$ cat src/rtl/wishbone_arbiter_2m.sv
// Two-master Wishbone arbiter: data master wins contention, instr master is served next after a data grant.
// Define WB_ARB_TIMEOUT_EN to add the no-ack timeout (forced ack + timeout_o pulse after TIMEOUT_CYCLES).
module wishbone_arbiter_2m #(
  parameter int unsigned ADDR_W = 32,
  parameter int unsigned DATA_W = 32
`ifdef WB_ARB_TIMEOUT_EN
  ,
  parameter int unsigned TIMEOUT_CYCLES = 256,
  parameter int unsigned CNT_W          = 9
`endif
) (
  input  logic              clk,
  input  logic              rst,
  input  logic              i_cyc_i,
  input  logic              i_stb_i,
  input  logic              i_we_i,
  input  logic [3:0]        i_sel_i,
  input  logic [ADDR_W-1:0] i_addr_i,
  input  logic [DATA_W-1:0] i_data_i,
  output logic [DATA_W-1:0] i_data_o,
  output logic              i_ack_o,
  input  logic              d_cyc_i,
  input  logic              d_stb_i,
  input  logic              d_we_i,
  input  logic [3:0]        d_sel_i,
  input  logic [ADDR_W-1:0] d_addr_i,
  input  logic [DATA_W-1:0] d_data_i,
  output logic [DATA_W-1:0] d_data_o,
  output logic              d_ack_o,
  output logic              s_cyc_o,
  output logic              s_stb_o,
  output logic              s_we_o,
  output logic [3:0]        s_sel_o,
  output logic [ADDR_W-1:0] s_addr_o,
  output logic [DATA_W-1:0] s_data_o,
  input  logic [DATA_W-1:0] s_data_i,
  input  logic              s_ack_i,
  output logic [1:0]        grant_o,
  output logic              timeout_o
);

  typedef enum logic [1:0] {
    IDLE  = 2'd0,
    GNT_I = 2'd1,
    GNT_D = 2'd2
  } state_e;

  state_e            state_q, state_d;
  logic [1:0]        grant_q, grant_d;
  logic              last_d_q, last_d_d;
  logic              tmo;
  logic              g_cyc, g_stb, g_we;
  logic [3:0]        g_sel;
  logic [ADDR_W-1:0] g_addr;
  logic [DATA_W-1:0] g_wdata;

  // Granted-master mux; everything is zero while idle (grant_q == 00).
  always_comb begin
    g_cyc   = 1'b0;
    g_stb   = 1'b0;
    g_we    = 1'b0;
    g_sel   = '0;
    g_addr  = '0;
    g_wdata = '0;
    if (grant_q[1]) begin
      g_cyc   = d_cyc_i;
      g_stb   = d_stb_i;
      g_we    = d_we_i;
      g_sel   = d_sel_i;
      g_addr  = d_addr_i;
      g_wdata = d_data_i;
    end else if (grant_q[0]) begin
      g_cyc   = i_cyc_i;
      g_stb   = i_stb_i;
      g_we    = i_we_i;
      g_sel   = i_sel_i;
      g_addr  = i_addr_i;
      g_wdata = i_data_i;
    end
  end

`ifdef WB_ARB_TIMEOUT_EN
  logic [CNT_W-1:0] cnt_q, cnt_d;

  assign tmo = g_stb && !s_ack_i && (cnt_q == CNT_W'(TIMEOUT_CYCLES - 1));

  always_comb begin
    cnt_d = cnt_q;
    if (tmo || s_ack_i || (state_d != state_q)) begin
      cnt_d = '0;
    end else if (g_stb) begin
      cnt_d = cnt_q + CNT_W'(1);
    end
  end

  always_ff @(posedge clk or negedge rst) begin
    if (!rst) begin
      cnt_q <= '0;
    end else begin
      cnt_q <= cnt_d;
    end
  end
`else
  assign tmo = 1'b0;
`endif

  // Arbitration point: idle, granted master released cyc, or a forced termination.
  always_comb begin
    state_d  = state_q;
    last_d_d = last_d_q;
    if ((state_q == IDLE) || !g_cyc || tmo) begin
      if (d_cyc_i && (!i_cyc_i || !last_d_q)) begin
        state_d = GNT_D;
      end else if (i_cyc_i) begin
        state_d = GNT_I;
      end else begin
        state_d = IDLE;
      end
    end
    if ((state_d == GNT_D) && (state_q != GNT_D)) begin
      last_d_d = 1'b1;
    end else if ((state_d == GNT_I) && (state_q != GNT_I)) begin
      last_d_d = 1'b0;
    end
    grant_d = {state_d == GNT_D, state_d == GNT_I};
  end

  always_ff @(posedge clk or negedge rst) begin
    if (!rst) begin
      state_q  <= IDLE;
      grant_q  <= '0;
      last_d_q <= 1'b0;
    end else begin
      state_q  <= state_d;
      grant_q  <= grant_d;
      last_d_q <= last_d_d;
    end
  end

  assign s_cyc_o   = g_cyc & ~tmo;
  assign s_stb_o   = g_stb & ~tmo;
  assign s_we_o    = g_we;
  assign s_sel_o   = g_sel;
  assign s_addr_o  = g_addr;
  assign s_data_o  = g_wdata;

  assign i_ack_o   = (s_ack_i | tmo) & grant_q[0];
  assign d_ack_o   = (s_ack_i | tmo) & grant_q[1];
  assign i_data_o  = (grant_q[0] && !tmo) ? s_data_i : '0;
  assign d_data_o  = (grant_q[1] && !tmo) ? s_data_i : '0;

  assign grant_o   = grant_q;
  assign timeout_o = tmo;

endmodule

$ cat config.mk
export PLATFORM = sky130hd
export DESIGN_NAME = wishbone_arbiter_2m
export DESIGN_NICKNAME = d
export VERILOG_FILES = /design/src/rtl/wishbone_arbiter_2m.sv
export SDC_FILE = /design/constraint.sdc
export NUM_CORES = 1
export LEC_CHECK = 0
export BUFFER_PORTS_ARGS = -buffer_cell sky130_fd_sc_hd__buf_2
export CAP_MARGIN = 40
export CORE_AREA = 10 10 116 118
export DETAILED_ROUTE_END_ITERATION = 7
export DIE_AREA = 0 0 126 128
export RECOVER_POWER = 100
export SKIP_CTS_REPAIR_TIMING = 1
export SYNTH_ARGS = -nofsm -noshare
export SYNTH_HDL_FRONTEND = slang
export SYNTH_SLANG_ARGS = --single-unit
$ cat constraint.sdc
create_clock -name clk -period 1.2 [get_ports clk]
set_input_delay 0.18 -clock clk [delete_from_list [all_inputs] [get_ports clk]]
set_output_delay 0.18 -clock clk [all_outputs]
set_load 0.05 [all_outputs]
Word-level counts from Yosys, hierarchy flattened

Index checks and enable logic that the tools add are counted.

Bits in read-only memories: 0
Register bits: 5
Memory bits (writable): 0
Latch bits: 0
Word-level logic and storage cells: 38
Memories: 0
Output and inout bits: 140

Div/mod/pow operators: 0
Add/subtract/negate cells: 0
Reduce and logical (&&, ||, !) cells: 10
Equality and inequality tests: 4
Multiply operators: 0
Bitwise gates (word level): 2
Magnitude comparators: 0
Shifts and indexed selects: 0
Muxes and demuxes: 19

Operators by type and width:

| operator                                              | count |
|---|---|
| 2-to-1 mux 32 bit                                     | 6 |
| 2-to-1 mux 1 bit                                      | 9 |
| 2-to-1 mux 4 bit                                      | 2 |
| 2-to-1 mux 2 bit                                      | 2 |
| logical AND 1 bit                                     | 3 |
| zero test 1 bit                                       | 3 |
| bitwise AND 1 bit                                     | 2 |
| == test 2 x 1 -> 1 bit, second input constant         | 1 |
| == test 2 bit, second input constant                  | 1 |
| zero test 2 bit                                       | 1 |
| logical OR 1 bit                                      | 2 |
| inequality test 2 x 1 -> 1 bit, second input constant | 1 |
| inequality test 2 bit, second input constant          | 1 |
| nonzero test 2 bit                                    | 1 |

Depth between registers and ports, before layout

Depth after elaboration: 9
Depth in mapped cells: 5
Gate-level depth less buffers: 3

Least setup slack after synthesis

Ideal clock, no wire load.

Path type: register to output
Start point: register grant_q[1] (netlist: grant_o[1])
End point: output s_addr_o[25]
Path buffers: 3
Setup slack: -0.639 ns
Cell stages (with the launch flop): 5
Data arrival time: 1.659 ns
Cell sequence: dfrtp_1 buf_4 buf_2 buf_2 a22o_1

Word-level cells in the longest chain between the ends: 1

RTL lines:

| what                     | RTL line | source |
|---|---|---|
| start: declaration       | 49       | `logic [1:0] grant_q, grant_d;` |
| start signal: assignment | 135      | `grant_q <= grant_d;` |
| 2-to-1 mux 32 bit        | 65       | `if (grant_q[1]) begin` |
| end: declaration         | 34       | `output logic [ADDR_W-1:0] s_addr_o,` |

Every way passes these cells.

Final worst setup path

Start point: register grant_q[1] (netlist: grant_o[1])
End point: output s_data_o[1]

Word-level cells in the longest chain between the ends: 1

RTL lines:

| what              | RTL line | source |
|---|---|---|
| 2-to-1 mux 32 bit | 65       |  |
| end: declaration  | 35       | `output logic [DATA_W-1:0] s_data_o,` |

Every way passes these cells.

==> flow_summary.json <==
{
  "path_max_fanout": 25,
  "finalCoreUtilization_pct": 44.7,
  "p_sw_share_pct": 55.0,
  "switching_power_mw": 8.46,
  "timing.critical_path.from": "grant_o[1]$_DFF_PN0_",
  "crit_path_top_delay_cell": "dfrtp_4",
  "max-cap-violations": 0,
  "drv_slew": 0,
  "power.clock.fraction_pct": 3.6,
  "dr.pass1.iters": 4,
  "grt_util_all_layers_pct": 12.6,
  "synth-seq-cells": 5,
  "placed_area_sq_um": 3700,
  "finalWorstPathRequiredPeriod_ps": 1700,
  "synth.distinct_cells": 22,
  "synth_top_cells_by_area": "a22o_1 41%, and2_1 28%, dfrtp_1 8.4%",
  "buffer_ports.inserted": 315,
  "design.portCount": 317,
  "global_route_wire_length_before_repair_um": 17000,
  "initial_utilization_pct": 13.3,
  "detail_route.wirelength_um": 13500,
  "clk-insertion-delay-late_ps": 230,
  "synth.net_count": 369,
  "grt_util_met3_pct": 5.62,
  "finalCritPeriodShare_pct": 141,
  "ys.flop_type": "dfrtp_1",
  "power_frac_seq_pct": 2.3,
  "place_hpwl_um": 10300,
  "grt_util_met1_pct": 13.1,
  "yosys.cell_count.top_type": "a22o_1",
  "postLayoutSetupSlackWorst_ps": -497,
  "min_delay_path_depth": 3,
  "reg2reg_slack_ps": -390,
  "holdPathEnd": "grant_o[1]$_DFF_PN0_",
  "antenna_found_initial": 0,
  "setup_viol": 144,
  "setup_total_negative_slack_ps": -54930,
  "synth_top_cells_by_count": "70 x a22o_1, 67 x and2_1, 8 x buf_2, 8 x buf_6, 6 x clkbuf_1",
  "worstPathCellList": "nor2b_4 -> buf_12 -> buf_16 -> a22o_2 -> buf_8",
  "cts_tree": "built",
  "critPathTopFamily": "flip-flops",
  "total_power_mw": 15.4,
  "power.density_cell_area_nw_per_um2": 3070,
  "criticalPathCategory": "reg -> out",
  "worst_path_buffer_plus_inverter_count": 3,
  "avgSynthCellArea_sq_um": 7.75,
  "min-delay-start": "d_cyc_i",
  "grt-busiest-layer": "met2",
  "die-width_um": 126,
  "final_cell_area_sq_um": 5010,
  "p_int_mw": 6.91,
  "maximum_clock_skew_at_final_layout_ps": 1.27,
  "core_area_sq_um": 11200,
  "cts_max_level": 1,
  "routed_wire_length_per_instance_um": 20.7,
  "dp_slack_ps": -407,
  "count_of_unresolved_drc_violations_after_routing": 0,
  "clk_root_buffer_cell": "clkbuf_16",
  "synth_warn": 0,
  "floorplan.die_area_sq_um": 16100,
  "end_kind": "primary output",
  "fmaxAchievable_ghz": 0.589,
  "hold_ws_ps": 271,
  "gpl.final_weighted_congestion": 0.852,
  "syn-instance-count": 192,
  "r2r_cells": 6,
  "post-synth-top-area-cell": "a22o_1",
  "drt_via_density": 4.51,
  "combinationalPowerShare_pct": 94.1,
  "worst_r2r_startpoint": "grant_o[1]$_DFF_PN0_",
  "share_of_flip_flops_with_an_asynchronous_set_or_reset_pct": 100,
  "final-instance-count-excl-fill": 654,
  "layout-drive-gt1-share_pct": 94.9,
  "syn2layout_area_growth_pct": 237,
  "irDropWorstVdd_mv": 1.68,
  "critical_path_arrival_ps": 1520,
  "critical_path.reg2reg.endpoint": "state_q[0]$_DFF_PN0_",
  "syn_area_sq_um": 1490,
  "tritoncts.num_buffers": 3,
  "worst_setup_start_kind": "flip-flop",
  "fin_nets": 689,
  "failed_checks": "negative setup slack",
  "dr_total_vias": 2951,
  "num_antenna_cells": 0,
  "die_height_um": 128,
  "hold_path_class": "in -> reg",
  "max_stage_delay_ps": 490,
  "synth_enable_flop_cells": 0,
  "num_rows": 39,
  "outcome": "finished, violations left",
  "first_global_vias": 3055,
  "worst_setup_hold_path_clk_slew_ps": 30,
  "dp_cells": 635,
  "detail-route-antenna-nets": 0,
  "ys_seq_area_share_pct": 8.40,
  "rsz0062_at_grt": "true",
  "power.static_leakage_nw": 2.62,
  "cts-root-to-sink-buffers": 2,
  "cts.sinks": 5,
  "synthDominantCellAreaShare_pct": 41.2,
  "critical_path_data_required_time_ps": 1020,
  "dr.first_iter.drc_count": 105,
  "grt.met2_usage_pct": 23.2,
  "largest_net_degree_at_the_start_of_global_routing": 55,
  "hold_violations": 0,
  "aggregate_global_routing_overflow": 0
}
-- power by group through the flow --
| stage | Sequential, mW | Clock, mW | Combinational [mW] |
|---|---|---|---|
| 6_report | 0.360 | 0.553 | 14.5 |
| 5_1_grt | 0.374 | 0.573 | 15.0 |
| 4_1_cts | 0.344 | 0.561 | 11.1 |
| 3_5_place_dp | 0.343 | 0 | 11.1 |
| 3_3_place_gp | 0.335 | 0 | 11.0 |
| 2_1_floorplan | 0.410 | 0 | 8.38 |
-- per-layer routing --
metal	wire (um)	part of all wire, %
met5	0	0
met2	7130	53
met1	4880	36
met3	1390	10
met4	123	0.91
-- worst max path at each step --
stage	endpoint	slack, ps	cells past startpoint
after global routing	s_data_o[1]	-540	5
after CTS	s_we_o	-650	3
after detailed placement	s_we_o	-410	3
after global placement	s_sel_o[3]	-350	3
after floorplan	s_addr_o[22]	-340	5
final	s_data_o[1]	-500	5
-- worst reg2reg max path, delay by kind of cell, from the launching register on --
family	cells	cell delay, ps
AO/OA/AOI/OAI	2	230
flip-flops	1	490
AND/OR/NAND/NOR	1	240
buffers and inverters	3	510
-- cells by family (layout without fill, tap and decap cells) --
logic type,Yosys count,after routing,synth area share (%)
other,1,1,0.252
multiplexers,1,1,0.672
AND/OR/NAND/NOR,77,77,32.3
buffers and inverters,26,345,12.0
flip-flops,5,5,8.40
AO/OA/AOI/OAI,82,82,46.4
-- cell type report --
class / instances / area [sq um]
inverter: 1 / 3.75
tap: 143 / 179
clock buffer: 4 / 78.8
fill: 997 / 6210
timing repair buffer: 340 / 3080
multi-input combinational: 161 / 1540
sequential: 5 / 130
-- sequential cells by signal (all words and copies together), names as in the netlist --
| signal | count |
|---|---|
| last_d_q | 1 |
| grant_o | 2 |
| state_q | 2 |
-- placed cells by master, fill, tap and decap left out, drive strengths merged, types with 2 or more instances in the layout --
master and count:
a21oi 3, a21boi 2, o21ai 5, nand2 5, and2 67, buf 333
a22o 70, clkbuf 10, dfrtp 5
No activity file was read; power rests on OpenSTA's default activity.
